**src/rtl/lsu_stage.sv**
```systemverilog
// Load/store stage: single outstanding memory op, byte-lane alignment and load extension.
// Optional LSU_MISALIGN_TRAP_EN: misaligned H/W/D accesses trap instead of issuing a request.
module lsu_stage (
  input  logic        clk,
  input  logic        rst,
  input  logic        ex_valid,
  output logic        ex_ready,
  input  logic        ls_load,
  input  logic        ls_store,
  input  logic [1:0]  ls_size,
  input  logic        ls_unsigned,
  input  logic [63:0] alu_res,
  input  logic [63:0] store_data,
  input  logic [4:0]  rd_idx,
  output logic        mem_req_valid,
  input  logic        mem_req_ready,
  output logic [63:0] mem_req_addr,
  output logic        mem_req_we,
  output logic [63:0] mem_req_wdata,
  output logic [7:0]  mem_req_wmask,
  input  logic        mem_rsp_valid,
  input  logic [63:0] mem_rsp_rdata,
  output logic        wb_valid,
  output logic        wb_we,
  output logic [4:0]  wb_rd,
  output logic [63:0] wb_data,
  output logic        ls_misalign
);

  typedef enum logic [1:0] {IDLE, REQ, RSP} state_t;

  state_t      state_reg;
  logic        is_load_reg;
  logic [1:0]  size_reg;
  logic        unsigned_reg;
  logic [2:0]  off_reg;

  logic        is_mem;
  logic [2:0]  off;
  logic [7:0]  wmask_next;
  logic [63:0] shifted;
  logic [63:0] load_data;
  logic        trap;

  assign ex_ready = (state_reg == IDLE);
  assign is_mem   = ls_load | ls_store;
  assign off      = alu_res[2:0];
  assign shifted  = mem_rsp_rdata >> {off_reg, 3'b000};

  always_comb begin
    wmask_next = 8'hFF;
    case (ls_size)
      2'b00:   wmask_next = 8'h01 << off;
      2'b01:   wmask_next = 8'h03 << off;
      2'b10:   wmask_next = 8'h0F << off;
      default: wmask_next = 8'hFF;
    endcase
  end

  always_comb begin
    load_data = shifted;
    case (size_reg)
      2'b00:   load_data = unsigned_reg ? {56'd0, shifted[7:0]}  : {{56{shifted[7]}}, shifted[7:0]};
      2'b01:   load_data = unsigned_reg ? {48'd0, shifted[15:0]} : {{48{shifted[15]}}, shifted[15:0]};
      2'b10:   load_data = unsigned_reg ? {32'd0, shifted[31:0]} : {{32{shifted[31]}}, shifted[31:0]};
      default: load_data = shifted;
    endcase
  end

`ifdef LSU_MISALIGN_TRAP_EN
  logic misaligned;

  always_comb begin
    misaligned = 1'b0;
    case (ls_size)
      2'b01:   misaligned = off[0];
      2'b10:   misaligned = |off[1:0];
      2'b11:   misaligned = |off;
      default: misaligned = 1'b0;
    endcase
  end

  assign trap = is_mem & misaligned;

  always_ff @(posedge clk or posedge rst) begin
    if (rst) ls_misalign <= 1'b0;
    else     ls_misalign <= ex_valid & ex_ready & trap;
  end
`else
  assign trap        = 1'b0;
  assign ls_misalign = 1'b0;
`endif

  always_ff @(posedge clk or posedge rst) begin
    if (rst) begin
      state_reg     <= IDLE;
      is_load_reg   <= 1'b0;
      size_reg      <= 2'b00;
      unsigned_reg  <= 1'b0;
      off_reg       <= 3'd0;
      wb_valid      <= 1'b0;
      wb_we         <= 1'b0;
      wb_rd         <= 5'd0;
      wb_data       <= 64'd0;
      mem_req_valid <= 1'b0;
      mem_req_we    <= 1'b0;
      mem_req_addr  <= 64'd0;
      mem_req_wdata <= 64'd0;
      mem_req_wmask <= 8'd0;
    end else begin
      wb_valid <= 1'b0;
      wb_we    <= 1'b0;
      case (state_reg)
        IDLE: begin
          if (ex_valid) begin
            is_load_reg  <= ls_load;
            size_reg     <= ls_size;
            unsigned_reg <= ls_unsigned;
            off_reg      <= off;
            wb_rd        <= rd_idx;
            if (!is_mem) begin
              wb_valid <= 1'b1;
              wb_we    <= 1'b1;
              wb_data  <= alu_res;
            end else if (trap) begin
              wb_valid <= 1'b1;
            end else begin
              state_reg     <= REQ;
              mem_req_valid <= 1'b1;
              // load+store together behaves as a load, so never write
              mem_req_we    <= ls_store & ~ls_load;
              mem_req_addr  <= {alu_res[63:3], 3'b000};
              mem_req_wdata <= store_data << {off, 3'b000};
              mem_req_wmask <= wmask_next;
            end
          end
        end
        REQ: begin
          if (mem_req_ready) begin
            mem_req_valid <= 1'b0;
            if (is_load_reg) begin
              state_reg <= RSP;
            end else begin
              state_reg <= IDLE;
              wb_valid  <= 1'b1;
            end
          end
        end
        RSP: begin
          if (mem_rsp_valid) begin
            state_reg <= IDLE;
            wb_valid  <= 1'b1;
            wb_we     <= 1'b1;
            wb_data   <= load_data;
          end
        end
        default: state_reg <= IDLE;
      endcase
    end
  end

endmodule

```
**config.mk**
```make
export PLATFORM = sky130hd
export DESIGN_NAME = lsu_stage
export DESIGN_NICKNAME = d
export VERILOG_FILES = /design/src/rtl/lsu_stage.sv
export SDC_FILE = /design/constraint.sdc
export NUM_CORES = 1
export LEC_CHECK = 0
export ABC_AREA = 1
export CAP_MARGIN = 40
export CORE_MARGIN = 1
export CORE_UTILIZATION = 38
export DETAILED_ROUTE_END_ITERATION = 12
export GPL_TIMING_DRIVEN = 0
export MAX_ROUTING_LAYER = met4
export PLACE_DENSITY = 0.69
export REMOVE_ABC_BUFFERS = 1
export SLEW_MARGIN = 30
export SYNTH_ARGS = -nofsm -noshare
export SYNTH_HDL_FRONTEND = slang
export SYNTH_SLANG_ARGS = --single-unit
```
**constraint.sdc**
```tcl
create_clock -name clk -period 9.7 [get_ports clk]
set_clock_uncertainty 0.1 [all_clocks]
set_input_delay 1.455 -clock clk [delete_from_list [all_inputs] [get_ports clk]]
set_output_delay 1.455 -clock clk [all_outputs]
set_load 0.01 [all_outputs]
```
==> Word level (Yosys, flattened, before mapping) <==
Cells that the tools add are included.
{ "word_totals": {"input_bits": 207, "regBits": 215, "output_inout_bits": 211, "word_cells": 69} }
{ "op_classes": {"eq_ne": 11, "n_reduce_logical": 10, "shifts": 5, "muxes": 26, "bitwise": 3} }
{ "ops": {"columns": ["operator", "n"], "rows": [
  ["two-way mux 64 bit", 6],
  ["one-hot mux 64 bit (3 select lines)", 1],
  ["one-hot mux 64 bit (2 select lines)", 1],
  ["<< shifter 64 x 6 -> 64 bit", 1],
  ["right shift 64 x 6 -> 64 bit", 1],
  ["one-hot mux 8 bit (3 select lines)", 1],
  ["AND reduction 4 bit", 3],
  ["two-way mux 2 bit", 5],
  ["two-way mux 1 bit", 8],
  ["!= test 2 bit (second input constant)", 4],
  ["<< shifter 1 x 3 -> 8 bit (first input constant)", 1],
  ["<< shifter 2 x 3 -> 8 bit (first input constant)", 1],
  ["<< shifter 4 x 3 -> 8 bit (first input constant)", 1],
  ["equality test 2 x 1 -> 1 bit (second input constant)", 3],
  ["equality test 2 bit (second input constant)", 3],
  ["zero test 2 bit", 3],
  ["one-hot mux 2 bit (3 select lines)", 1],
  ["one-hot mux 1 bit (2 select lines)", 2],
  ["nonzero test 2 bit", 2],
  ["one-hot mux 1 bit (3 select lines)", 1],
  ["AND reduction 3 bit", 1],
  ["!= test 2 x 1 -> 1 bit (second input constant)", 1],
  ["AND reduction 2 bit", 1],
  ["bitwise AND 1 bit", 1],
  ["2 further kinds", 2]
]} }

==> Depth between registers and ports, before layout <==
Gate-level depths: netlist of the first run.
{ "depth": {"word_depth": 5, "depth_mapped": 11, "ltp_nobuf": 9} }

==> Least setup slack after synthesis of the first run <==
OpenSTA, ideal clock, no wires.
{ "synth_timing": {"path_kind": "input -> register", "from": "input ls_store", "to": "register mem_req_addr[57]", "n_path_buf": 2, "setup_time_ns": 0.130, "required_ns": 9.470, "slack_ns": 7.088, "path_stages": 6, "t_arrival_ns": 2.382, "cell_sequence": "nor2_1 -> nor2_4 -> inv_2 -> buf_2 -> clkbuf_1 -> o21ai_1"} }
{ "synth_via": {"elab_chain_len": 2} }
{ "synth_lines": {"columns": ["item", "line_no", "text"], "rows": [
  ["from (decl)", "9", "input logic ls_store,"],
  ["bitwise OR 1 bit", "46", "assign is_mem = ls_load | ls_store;"],
  ["AND reduction 3 bit (no line)", null, null],
  ["to (signal assigned)", "132", "mem_req_addr <= {alu_res[63:3], 3'b000};"],
  ["to (decl)", "17", "output logic [63:0] mem_req_addr,"]
]} }
Every way passes these cells.
A chain may end at the register's enable or synchronous reset.

==> Worst setup path in the final report of the first run <==
{ "layout_timing": {"from": "input alu_res[2]", "to": "register mem_req_wdata[60]"} }
{ "layout_via": {"elab_chain_len": 1} }
{ "layout_lines": {"columns": ["item", "line_no", "text"], "rows": [
  ["from (decl)", "12", "input logic [63:0] alu_res,"],
  ["<< shifter 64 x 6 -> 64 bit", "133", "mem_req_wdata <= store_data << {off, 3'b000};"],
  ["to (signal assigned)", "133", null],
  ["to (decl)", "19", "output logic [63:0] mem_req_wdata,"]
]} }
Every way passes these cells.

==> metrics.txt, run 1 <==
Yosys warning total=0; Synth area leaders=dfrtp_1 (43%), nand2_1 (21%), o21ai_0 (8.0%); Iter 0 DRT Violations=between 1k and 1.5k; design area=around 0.018 mm²; RSZ-0062 raised after global routing=false; CP max FO=31; fmax=between 0.2 and 0.3 GHz; DRT antenna net count=0; CTS tree=yes; Core Footprint=~0.032 mm²; Synth Area in Simple Gates=0.303; worst hold start=mem_req_addr[3]; detailed placement HPWL=around 33000 µm; antenna violations before repair=6; clock root cell=clkbuf_16; drc violations=0; Avg Cell Area, Syn=~7 µm²; Compound-Gate Fraction of Synth Area=0.170; Max Buffers Root-to-Sink=3; Synth top area share=0.430; outcome=completed; final setup violating endpoints=0; Pwr Density=around 300 mW/mm²; met2 usage=0.480; Synth Area in Adders=0.00200; Syn-to-layout area delta=41.6%; minimum hold slack=between 0.3 and 0.4 ns; placed cell areas=approximately 0.017 mm²; worst hold path type=reg -> reg; vias post-DR=13.6k; mapped cell area=roughly 0.013 mm²; row count=66; min cycle time layout=3.88 ns; leak pwr=a little over 0.008 µW; final worst path period share=0.400; Yosys cell types=37; Setup TNS=0 ns; drt wl/cell=approximately 18 µm; share of cells above drive strength 1=0.0391; fin util=0.546; All-Layer GR Usage=0.283; post-synthesis mux area share=0; clock slew at reported path FFs=approximately 0.060 ns; Initial Util=0.385; post-CTS setup buffer count=0; total gr overflow=0; r2r startpoint=off_reg[0]; Worst slew margin=0.433; cts hold-fix bufs=0; crit-path cells=clkdlybuf4s50_1, inv_2, nand2_2, inv_2, o21ai_0, o21ai_1, o22a_1; count leader, synth=nand2_1; die width=~180 µm; Worst Path Arrival=~4.3 ns; Hold Violations, Final=0; xor/xnor share of the synthesized area=0; post_cts resized=0; Setup crit start=alu_res[2]; total CTS buffers=26; Via density=about 5.2; VDD IR max=between 0.00015 and 0.0002 V; first-pass GRT wire length=between 70000 and 80000 µm; Worst path most repeated cell=inv_2; slowest stage cell, crit path=inv_2; number of synthesized flops with an enable pin=0; biggest regs=mem_req_wdata: 64 flops, wb_data: 64 flops, mem_req_addr: 61 flops; DRT Pass-1 Iters=6; top cells by count, synth=nand2_1 (697), dfrtp_1 (215), o21ai_0 (200); clk_lat worst skew=~0.53 ns; ys flop type=dfrtp_1; Req. time, crit path=slightly above 10 ns; biggest area consumer among synthesized cells=dfrtp_1; Synth async-reset ratio=1.00; CP Class=in -> reg; cells after synthesis=around 1.8k; pin count of the biggest net entering global routing=approximately 110; die height=between 150 and 200 µm; actual slew at the worst max-slew pin=~0.85 ns; Clock Sink Count=about 220; PortBufs=between 400 and 500; number of slew-limit violations in the final report=0; vias in the first global route=12.9k; die area=0.0336 mm²; met1 usage=0.324; RD Place Congestion=~0.94; sequential-to-total area share from yosys stat=0.430; slowest stage delay, CP=approximately 0.6 ns; FF+latch count, synth=around 220; CP Capture Type=flip-flop; busiest grt layer=met2; final layout net count=roughly 2.3k; Total Wirelength=around 47000 µm; max_cap viols=0; Startpoint Class=input pin; Top Ports=~420; htree depth=1; met3 Resource Use GR=0.0709; largest family of logic cells by synthesized area=simple AND/OR/NAND/NOR gates
[cell type report]
class,count,area [µm²]
tap,442,553
antenna,8,20.0
sequential,215,5390
multi-input combinational,1323,5970
clock buffer,37,773
clock inverter,9,52.6
inverter,140,553
fill,3057,14700
timing repair buffer,424,4400
[power breakdown]
| group | switching (µW) | internal, µW | total, µW |
|---|---|---|---|
| registers | 330 | 1310 | 1640 |
| clock network | 396 | 551 | 947 |
| logic | 1460 | 1230 | 2690 |
[placed cells by master (no fill, tap or decap), types with 4 or more instances in the layout]
cell,netlist,routed
o21ai_0,200,200
clkbuf_1,49,4
clkbuf_16,0,27
o21ai_1,31,31
inv_2,11,7
nand2_1,697,696
a21oi_1,103,103
diode_2,0,8
o22a_1,26,26
nor2_4,2,4
conb_1,1,4
o22ai_1,5,5
nor2_1,54,54
o31ai_1,15,15
buf_16,0,8
nand3_1,121,120
nor3_1,8,8
dfrtp_1,215,212
clkdlybuf4s50_1,0,411
nand4_1,34,34
clkinv_2,0,6
inv_1,128,126
clkbuf_8,0,6
[metrics by stage]
stage / power (µW) / instances / setup slack [ns]
6_report: 5270 / 2598 / 5.82
5_1_grt: 5640 / 2596 / 5.68
4_1_cts: 5310 / 2590 / 5.81
3_5_place_dp: 4330 / 2544 / 5.25
3_3_place_gp: 4260 / 2533 / -0.954
2_1_floorplan: 2890 / 1678 / 2.27
[logic make-up (layout without fill, tap and decap cells)]
family / after synthesis / in the layout
flops: 215 / 215
simple gates: 927 / 927
fa+ha+maj: 2 / 2
compound gates: 390 / 390
buf+inv: 274 / 610
other cells: 1 / 12
[critical path, delay by kind of cell]
family / cells / cell delay (ns)
compound gates: 3 / 0.53
simple gates: 1 / 0.57
buf+inv: 3 / 1.68
[worst paths after layout]
kind                       slack (ns)                 to  depth (start not counted)
max in group asynchronous        7.42         off_reg[0]                          3
hold reg to reg                  0.37    mem_req_addr[3]                          2
setup reg to reg                 6.49        wb_data[57]                          9
min in group asynchronous        1.25   mem_req_addr[15]                          2
hold / removal                   0.37    mem_req_addr[3]                          2
setup / recovery                 5.82  mem_req_wdata[60]                          7
[per-layer routing]
metal	up-vias	routed length, µm
li1	6527	-
met3	86	4550
met2	609	22500
met4	0	1440
met1	6354	18400
met5	-	0
No activity file was read; power rests on OpenSTA's default activity.
==> run 2, diff against run 1 <==
==> constraint.sdc (replaced) <==
create_clock -name clk -period 3.8 [get_ports clk]
set_clock_uncertainty 0.1 [all_clocks]
set_input_delay 0.57 -clock clk [delete_from_list [all_inputs] [get_ports clk]]
set_output_delay 0.57 -clock clk [all_outputs]
set_load 0.01 [all_outputs]
==> results of run 2 <==
The final DEF is identical to that of run 1. Status: completed.
Main changes from that run: setup slack after placement 5.25 ns -> 0.231 ns; setup slack after layout 5.82 ns -> 0.587 ns; hold slack 0.371 ns -> 0.360 ns; start point of the critical path alu_res[2] -> off_reg[0]; end point of the critical path mem_req_wdata[60] -> wb_data[57]; register-to-register setup slack 6.49 ns -> 0.59 ns; total power 5270 µW -> 13500 µW; worst IR drop on VDD 0.000161 V -> 0.000411 V
